==> src/rtl/bus_slave_mem.sv <==
// Word-addressed bus slave: 2^ADDR_W x 32 register file behind the cs_n/as_n/rw/rdy_n handshake.
// Latency: s_rdy_n low for one cycle, WAIT_CYCLES+1 cycles after the accept cycle; outputs registered.
// Backpressure: one access at a time; strobes are ignored outside IDLE; cs_n high in WAIT aborts.
// Optional: define BUS_SLAVE_MEM_ID_REG_EN to make index 0 a read-only ID register.
module bus_slave_mem #(
    parameter int          ADDR_W      = 6,
    parameter int          WAIT_CYCLES = 2,
    parameter logic [31:0] ID_VALUE    = 32'h415A_5052
) (
    input  logic        clk,
    input  logic        reset,
    input  logic        s_cs_n,
    input  logic        s_as_n,
    input  logic        s_rw,
    input  logic [29:0] s_addr,
    input  logic [31:0] s_wr_data,
    output logic [31:0] s_rd_data,
    output logic        s_rdy_n
);

    localparam logic [1:0] ST_IDLE  = 2'd0;
    localparam logic [1:0] ST_WAIT  = 2'd1;
    localparam logic [1:0] ST_READY = 2'd2;

    logic [1:0]        state;
    logic [3:0]        wait_cnt;
    logic [ADDR_W-1:0] idx_q;
    logic              rw_q;
    logic [31:0]       wr_data_q;

    logic [31:0]       mem [0:(1<<ADDR_W)-1];

    logic              accept;
    logic              to_ready;
    logic [ADDR_W-1:0] rd_idx;
    logic              rd_dir;
    logic [31:0]       rd_word;
    logic              wr_blocked;
    logic              unused_addr_hi;

    // Upper address bits are don't-care: the array aliases across them.
    assign unused_addr_hi = ^s_addr[29:ADDR_W];

    assign accept   = (state == ST_IDLE) && !s_cs_n && !s_as_n;
    // Cycle in which the FSM moves into READY; drives the registered outputs.
    assign to_ready = (accept && (WAIT_CYCLES == 0)) ||
                      ((state == ST_WAIT) && !s_cs_n && (wait_cnt == 4'd0));

    // With zero wait states READY follows accept directly, so the read
    // must use the inputs being latched on that same edge.
    assign rd_idx = (state == ST_IDLE) ? s_addr[ADDR_W-1:0] : idx_q;
    assign rd_dir = (state == ST_IDLE) ? s_rw : rw_q;

`ifdef BUS_SLAVE_MEM_ID_REG_EN
    assign wr_blocked = (idx_q == '0);
`else
    assign wr_blocked = 1'b0;
`endif

    // Read mux: storage word, overridden by the ID constant at index 0 when enabled.
    always_comb begin
        rd_word = mem[rd_idx];
`ifdef BUS_SLAVE_MEM_ID_REG_EN
        if (rd_idx == '0) begin
            rd_word = ID_VALUE;
        end
`endif
    end

    // Access FSM: accept and latch in IDLE, count wait states, single READY cycle.
    always_ff @(posedge clk) begin
        if (reset) begin
            state     <= ST_IDLE;
            wait_cnt  <= 4'd0;
            idx_q     <= '0;
            rw_q      <= 1'b1;
            wr_data_q <= 32'd0;
        end else begin
            case (state)
                ST_IDLE: begin
                    if (accept) begin
                        idx_q     <= s_addr[ADDR_W-1:0];
                        rw_q      <= s_rw;
                        wr_data_q <= s_wr_data;
                        if (WAIT_CYCLES == 0) begin
                            state <= ST_READY;
                        end else begin
                            wait_cnt <= 4'(WAIT_CYCLES - 1);
                            state    <= ST_WAIT;
                        end
                    end
                end
                ST_WAIT: begin
                    if (s_cs_n) begin
                        state    <= ST_IDLE;
                        wait_cnt <= 4'd0;
                    end else if (wait_cnt == 4'd0) begin
                        state <= ST_READY;
                    end else begin
                        wait_cnt <= wait_cnt - 4'd1;
                    end
                end
                ST_READY: begin
                    state <= ST_IDLE;
                end
                default: begin
                    state <= ST_IDLE;
                end
            endcase
        end
    end

    // Registered outputs: rdy_n and read data only during the READY cycle.
    always_ff @(posedge clk) begin
        if (reset) begin
            s_rdy_n   <= 1'b1;
            s_rd_data <= 32'd0;
        end else begin
            s_rdy_n   <= !to_ready;
            s_rd_data <= (to_ready && rd_dir) ? rd_word : 32'd0;
        end
    end

    // Write commits on the edge that ends READY; reset drops it.
    always_ff @(posedge clk) begin
        if (!reset && (state == ST_READY) && !rw_q && !wr_blocked) begin
            mem[idx_q] <= wr_data_q;
        end
    end

endmodule

==> config.mk <==
export PLATFORM = sky130hd
export DESIGN_NAME = bus_slave_mem
export DESIGN_NICKNAME = d
export VERILOG_FILES = /design/src/rtl/bus_slave_mem.sv
export SDC_FILE = /design/constraint.sdc
export NUM_CORES = 2
export LEC_CHECK = 0
export ABC_AREA = 1
export BUFFER_PORTS_ARGS = -buffer_cell sky130_fd_sc_hd__buf_2
export CAP_MARGIN = 20
export CORE_UTILIZATION = 55
export CTS_CLUSTER_DIAMETER = 50
export DETAILED_ROUTE_END_ITERATION = 6
export GPL_TIMING_DRIVEN = 1
export PLACE_DENSITY = 0.76
export SYNTH_ARGS = -nofsm -noshare
export SYNTH_HDL_FRONTEND = slang
export SYNTH_SLANG_ARGS = --single-unit
==> constraint.sdc <==
create_clock -name clk -period 10.55 [get_ports clk]
set_clock_uncertainty 0.1 [all_clocks]
set_input_delay 2.11 -clock clk [delete_from_list [all_inputs] [get_ports clk]]
set_output_delay 2.11 -clock clk [all_outputs]
set_load 0.05 [all_outputs]
=== Yosys cells after proc, flatten, opt, wreduce, memory -nomap -nowiden ===
Memories as Yosys holds them, arrays and structs flattened. A register that Yosys moved wholly into a read port is not among the register bits.
Index checks and enable logic that the tools add are counted.

* Logic and storage cells: 45
* RAM bits: 2048
* Register bits: 46
* Memories kept: 1
* Input bits: 67

* Reductions and logical operators: 19
* $add $sub $neg: 1
* Multiplexer cells: 12
* Bitwise operators: 1
* Equal/unequal tests: 5

{| class="wikitable"
|+ Memories
! name !! words !! width !! rd ports !! clocked after memory_dff !! write ports !! line !! source
|-
| mem || 64 || 32 || 1 || 1 || 1 || 31 || <nowiki>logic [31:0] mem [0:(1<<ADDR_W)-1];</nowiki>
|}

{| class="wikitable"
|+ Operators with widths
! kind !! number
|-
| 2-to-1 mux 4 bit || 3
|-
| case mux 4 bit (2 select lines) || 1
|-
| logical AND 1 bit || 7
|-
| 2-to-1 mux 2 bit || 3
|-
| 2-to-1 mux 6 bit || 1
|-
| logical NOT 1 bit || 5
|-
| logical NOT 4 bit || 1
|-
| case mux 2 bit (2 select lines) || 1
|-
| AND reduction 2 bit || 2
|-
| subtractor 4 x 1 -> 4 bit, second input constant || 1
|-
| 2-to-1 mux 1 bit || 3
|-
| != test 3 x 2 -> 1 bit, second input constant || 1
|-
| != test 3 bit, second input constant || 1
|-
| AND reduction 3 bit || 1
|-
| == test 2 x 1 -> 1 bit, second input constant || 1
|-
| == test 2 bit, second input constant || 1
|-
| logical NOT 2 bit || 1
|-
| != test 2 bit, second input constant || 1
|-
| nonzero test 2 bit || 1
|-
| OR reduction 2 bit || 1
|-
| inverter 1 bit || 1
|}

=== Longest topological paths before layout ===
* Depth in word-level cells: 6
* Depth in mapped cells: 16

=== Least setup slack after synthesis ===
No wires, ideal clock.

* Path kind: input -> register
* Start point: input reset
* End point: memory mem[11][0] (enable)
* Setup slack: 5620 ps
* Stages on the path: 5
* Arrival: 4409 ps
* Buffers on the path: 0
* Setup time: 421 ps
* Required time: 10029 ps
* Cells stage by stage: nor4_1 inv_1 nor2_1 nand3_1 nor2_1

* Word-level cells in the longest chain between the ends: 5

{| class="wikitable"
|+ RTL lines
! element !! line !! source
|-
| start, declared || 11 || <nowiki>input logic reset,</nowiki>
|-
| logical NOT 1 bit || 126 || <nowiki>if (!reset && (state == ST_READY) && !rw_q && !wr_blocked) begin</nowiki>
|-
| logical AND 1 bit (2 in series) || 126 ||
|-
| 2-to-1 mux 1 bit || 126 ||
|-
| 2-to-1 mux 1 bit (implied by the code) || 127 || <nowiki>mem[idx_q] <= wr_data_q;</nowiki>
|-
| end, declared || 31 ||
|}

No other way between the ends.

=== Worst setup path after layout ===
* Start point: input s_addr[0]
* End point: register s_rd_data[10], read port of mem

* Word-level cells in the longest chain between the ends: 1

{| class="wikitable"
|+ RTL lines
! element !! line !! source
|-
| start, declared || 15 || <nowiki>input logic [29:0] s_addr,</nowiki>
|-
| 2-to-1 mux 6 bit || 51 || <nowiki>assign rd_idx = (state == ST_IDLE) ? s_addr[ADDR_W-1:0] : idx_q;</nowiki>
|-
| end, declared || 17 || <nowiki>output logic [31:0] s_rd_data,</nowiki>
|}

No other way between the ends.
A chain may end at the register's enable or synchronous reset.

==> metrics.md <==
| Metric | Value |
|---|---|
| Area grow syn2layout | `10.67%` |
| Post-DP Area | `88130 um2` |
| DR WL/cell | `24.54 um` |
| Clk_lat worst skew | `0.87 ns` |
| Setup TNS | `0 ns` |
| Clk pwr share | `0.397` |
| Initial DRC Count | `8428` |
| Sequential share of the synthesized area | `0.7346` |
| Power Density | `191.0 nW/um2` |
| Avg Inst Size Synth | `11.76 um2` |
| Remaining routing DRC violations | `1` |
| H-Tree Depth | `4` |
| Switch Pwr | `4.386 mW` |
| Crit Path Max Fanout | `209` |
| Die X | `397.1 um` |
| Max-slew headroom | `0.2489` |
| Mapped Nets | `7367` |
| Std-Cell Core Area | `154600 um2` |
| Comb power frac | `0.088` |
| Die Area | `157700 um2` |
| Routed Antenna Nets | `0` |
| Antenna violations before repair | `3` |
| CTS buffer count | `202` |
| Final core utilization | `0.6146` |
| Cell Area, Synth | `85840 um2` |
| Sw frac | `0.2417` |
| Fin crit share | `0.5133` |
| Maximum vdd drop | `0.2152 mV` |
| Post-CTS setup buffers | `0` |
| Status | `finished, violations left` |
| Final Cell Area | `95000 um2` |
| HP Class | `flop to flop` |
| GR Overflow Total | `0` |
| DR pass1 iterations | `7` |
| Setup Crit Path Kind | `input pin to flop` |
| CP required | `11.21 ns` |
| Io pins | `100` |
| CTS root buf | `clkbuf_16` |
| Nets | `7334` |
| CTS tree | `done` |
| Final hold vios | `0` |
| YS warnings | `0` |
| Crit end category | `flop` |
| First-pass GRT wire length | `340400 um` |
| Share of cells above drive strength 1 | `0.08337` |
| Via count | `58240` |
| FMAX | `0.1847 GHz` |
| Clock Sinks | `2126` |
| CP Launch Type | `input pin` |
| # setup viols final | `0` |
| Worst-margin pin slew | `1.127 ns` |
| Leakage power | `34.26 nW` |
| Die H | `397.1 um` |
| Seq pwr share | `0.515` |
| Failing checks | `DRC` |
| Longest Clk Path Bufs | `3` |
| Largest net degree at the start of global routing | `213` |
| Starting Density | `0.5553` |
| Max-cap violations | `0` |
| Reg clk slew, reported paths | `0.06 ns` |
| Global Route Usage Sum | `0.2910` |
| Port Buffers | `75` |
| Synth Instances | `7299` |
| RSZ-0062 raised after global routing | `no` |
| Rows | `144` |
| Max Slew Vio Count | `0` |
| Yosys reg bits | `2126` |
| Final wirelength | `232700 um` |
| Vias per inst | `6.142` |
| Internal | `13.76 mW` |
| Tmin final | `5.415 ns` |
| Minimum hold slack | `0.4046 ns` |
| Pwr Total | `18.14 mW` |
| Worst Path Arrival | `6.07 ns` |
| GP Congestion | `0.8507` |
| Vias in the first global route | `55740` |
| Synth cell types | `32` |
| Layout fillers | `11140` |
| Hpwl dp | `114600 um` |
| Hold buffers post-CTS | `0` |
| Cts repair resizes | `0` |
[layer usage]
layer | vias to the layer above | share of wire | wire (um) | GRT usage
met2 | 3990 | 0.47 | 108400 | 0.4578
met4 | 2 | 0.056 | 13120 | 0.1593
met3 | 733 | 0.13 | 29150 | 0.06557
met1 | 28110 | 0.35 | 81970 | 0.3774
li1 | 25410 | - | - | -
met5 | - | 0.000034 | 8 | 0
[metrics by stage]
| stage | worst slack [ns] | instances |
|---|---|---|
| 2_1_floorplan | 5.620 | 7299 |
| 3_3_place_gp | 4.574 | 9094 |
| 3_5_place_dp | 4.575 | 9096 |
| 4_1_cts | 5.450 | 9471 |
| 5_1_grt | 5.205 | 9481 |
| 6_report | 5.135 | 9482 |
[worst max-delay path: stages]
cell,delay [ns]
buf_2,0.17
inv_1,0.10
nand2_2,0.34
nand2_8,0.93
buf_12,0.65
nand2_1,0.14
nand3_1,0.15
nand3_1,0.11
nand3_1,0.19
nand3_1,0.11
nand3_1,0.25
nand2_1,0.12
nor2_1,0.29
[cell type report]
| type | instances | area, um2 | area share |
|---|---|---|---|
| diodes | 1 | 2.502 | 0.00002634 |
| clock buffers | 282 | 5664 | 0.05962 |
| clock inverters | 93 | 978.4 | 0.01030 |
| inverters | 319 | 1210 | 0.01274 |
| multi-input cells | 4398 | 19690 | 0.2073 |
| flip-flops and latches | 2126 | 63100 | 0.6642 |
| well taps | 2044 | 2557 | 0.02692 |
| repair buffers | 219 | 1799 | 0.01894 |
[kinds of logic (layout without fill, tap and decap cells)]
| group | count (synthesis) | count (layout) | share of synthesized area |
|---|---|---|---|
| other | 0 | 1 | 0 |
| buffers and inverters | 775 | 913 | 0.04241 |
| DFF | 2126 | 2126 | 0.7346 |
| xor gates and xnor gates | 1 | 1 | 0.0001020 |
| and+or+nand+nor | 4214 | 4214 | 0.2111 |
| adders and majority gates | 1 | 1 | 0.0001457 |
| AOI/OAI and AO/OA | 182 | 182 | 0.01163 |
[synth_stat cells, drive strengths merged]
cell type / number / area, um2
nand3: 1797 / 8994
inv: 318 / 1194
a21o: 1 / 7.510
nor4: 1 / 6.260
xor2: 1 / 8.760
nor3b: 1 / 7.510
nand4: 2 / 12.51
a211oi: 1 / 7.510
a21oi: 40 / 200.2
buf: 405 / 2251
ha: 1 / 12.51
nor2: 282 / 1066
o22ai: 28 / 175.2
edfxtp: 2048 / 61500
nand2: 2125 / 8006
o21ai: 102 / 533.0
nor3: 6 / 30.03
clkbuf: 51 / 192.7
clkinv: 1 / 3.750
o211ai: 10 / 75.07
dfxtp: 78 / 1562
[placed cells by master, fill, tap and decap left out, types with 6 or more instances in the layout]
cell type / count
buf_4: 119
dfxtp_2: 32
bufinv_16: 11
edfxtp_1: 2048
nand2_2: 6
clkinv_2: 19
nor2_4: 65
clkbuf_16: 209
buf_2: 75
inv_1: 315
clkinvlp_4: 6
dfxtp_1: 46
o22ai_1: 28
inv_6: 13
clkinv_1: 33
nand3_1: 1797
o211ai_1: 10
clkbuf_8: 16
o21ai_1: 10
a21oi_1: 40
buf_12: 21
nand2_1: 2117
nor2_1: 217
o21ai_4: 6
o21ai_0: 86
clkbuf_1: 57
[path summary, 6_finish.rpt]
| check | depth (start not counted) | slack, ns | startpoint | end |
|---|---|---|---|---|
| setup / recovery | 13 | 5.13 | s_addr[0] | s_rd_data[10]$_SDFF_PP0_ |
| hold reg to reg | 2 | 0.40 | wr_data_q[6]$_SDFFE_PP0P_ | wr_data_q[6]$_SDFFE_PP0P_ |
| setup reg to reg | 12 | 5.59 | state[1]$_SDFFE_PP0P_ | s_rd_data[10]$_SDFF_PP0_ |
| hold / removal | 2 | 0.40 | wr_data_q[6]$_SDFFE_PP0P_ | wr_data_q[6]$_SDFFE_PP0P_ |
[sequential cells by signal (all words and copies together), names as in the netlist]
| name | flops |
|---|---|
| wr_data_q | 32 |
| state | 2 |
| s_rd_data | 32 |
| mem | 2048 |
| idx_q | 6 |
| wait_cnt | 4 |
| s_rdy_n | 1 |
| rw_q | 1 |
[power by group through the flow]
stage               clock network (mW)  logic, mW  registers, mW
global route                      7.55       1.70           9.34
floorplan                            0      0.989           9.57
global placement                     0       1.44           9.56
finish                            7.21       1.59           9.34
detailed placement                   0       1.49           9.55
CTS                               7.23       1.50           9.37
No activity file was read; power rests on OpenSTA's default activity.
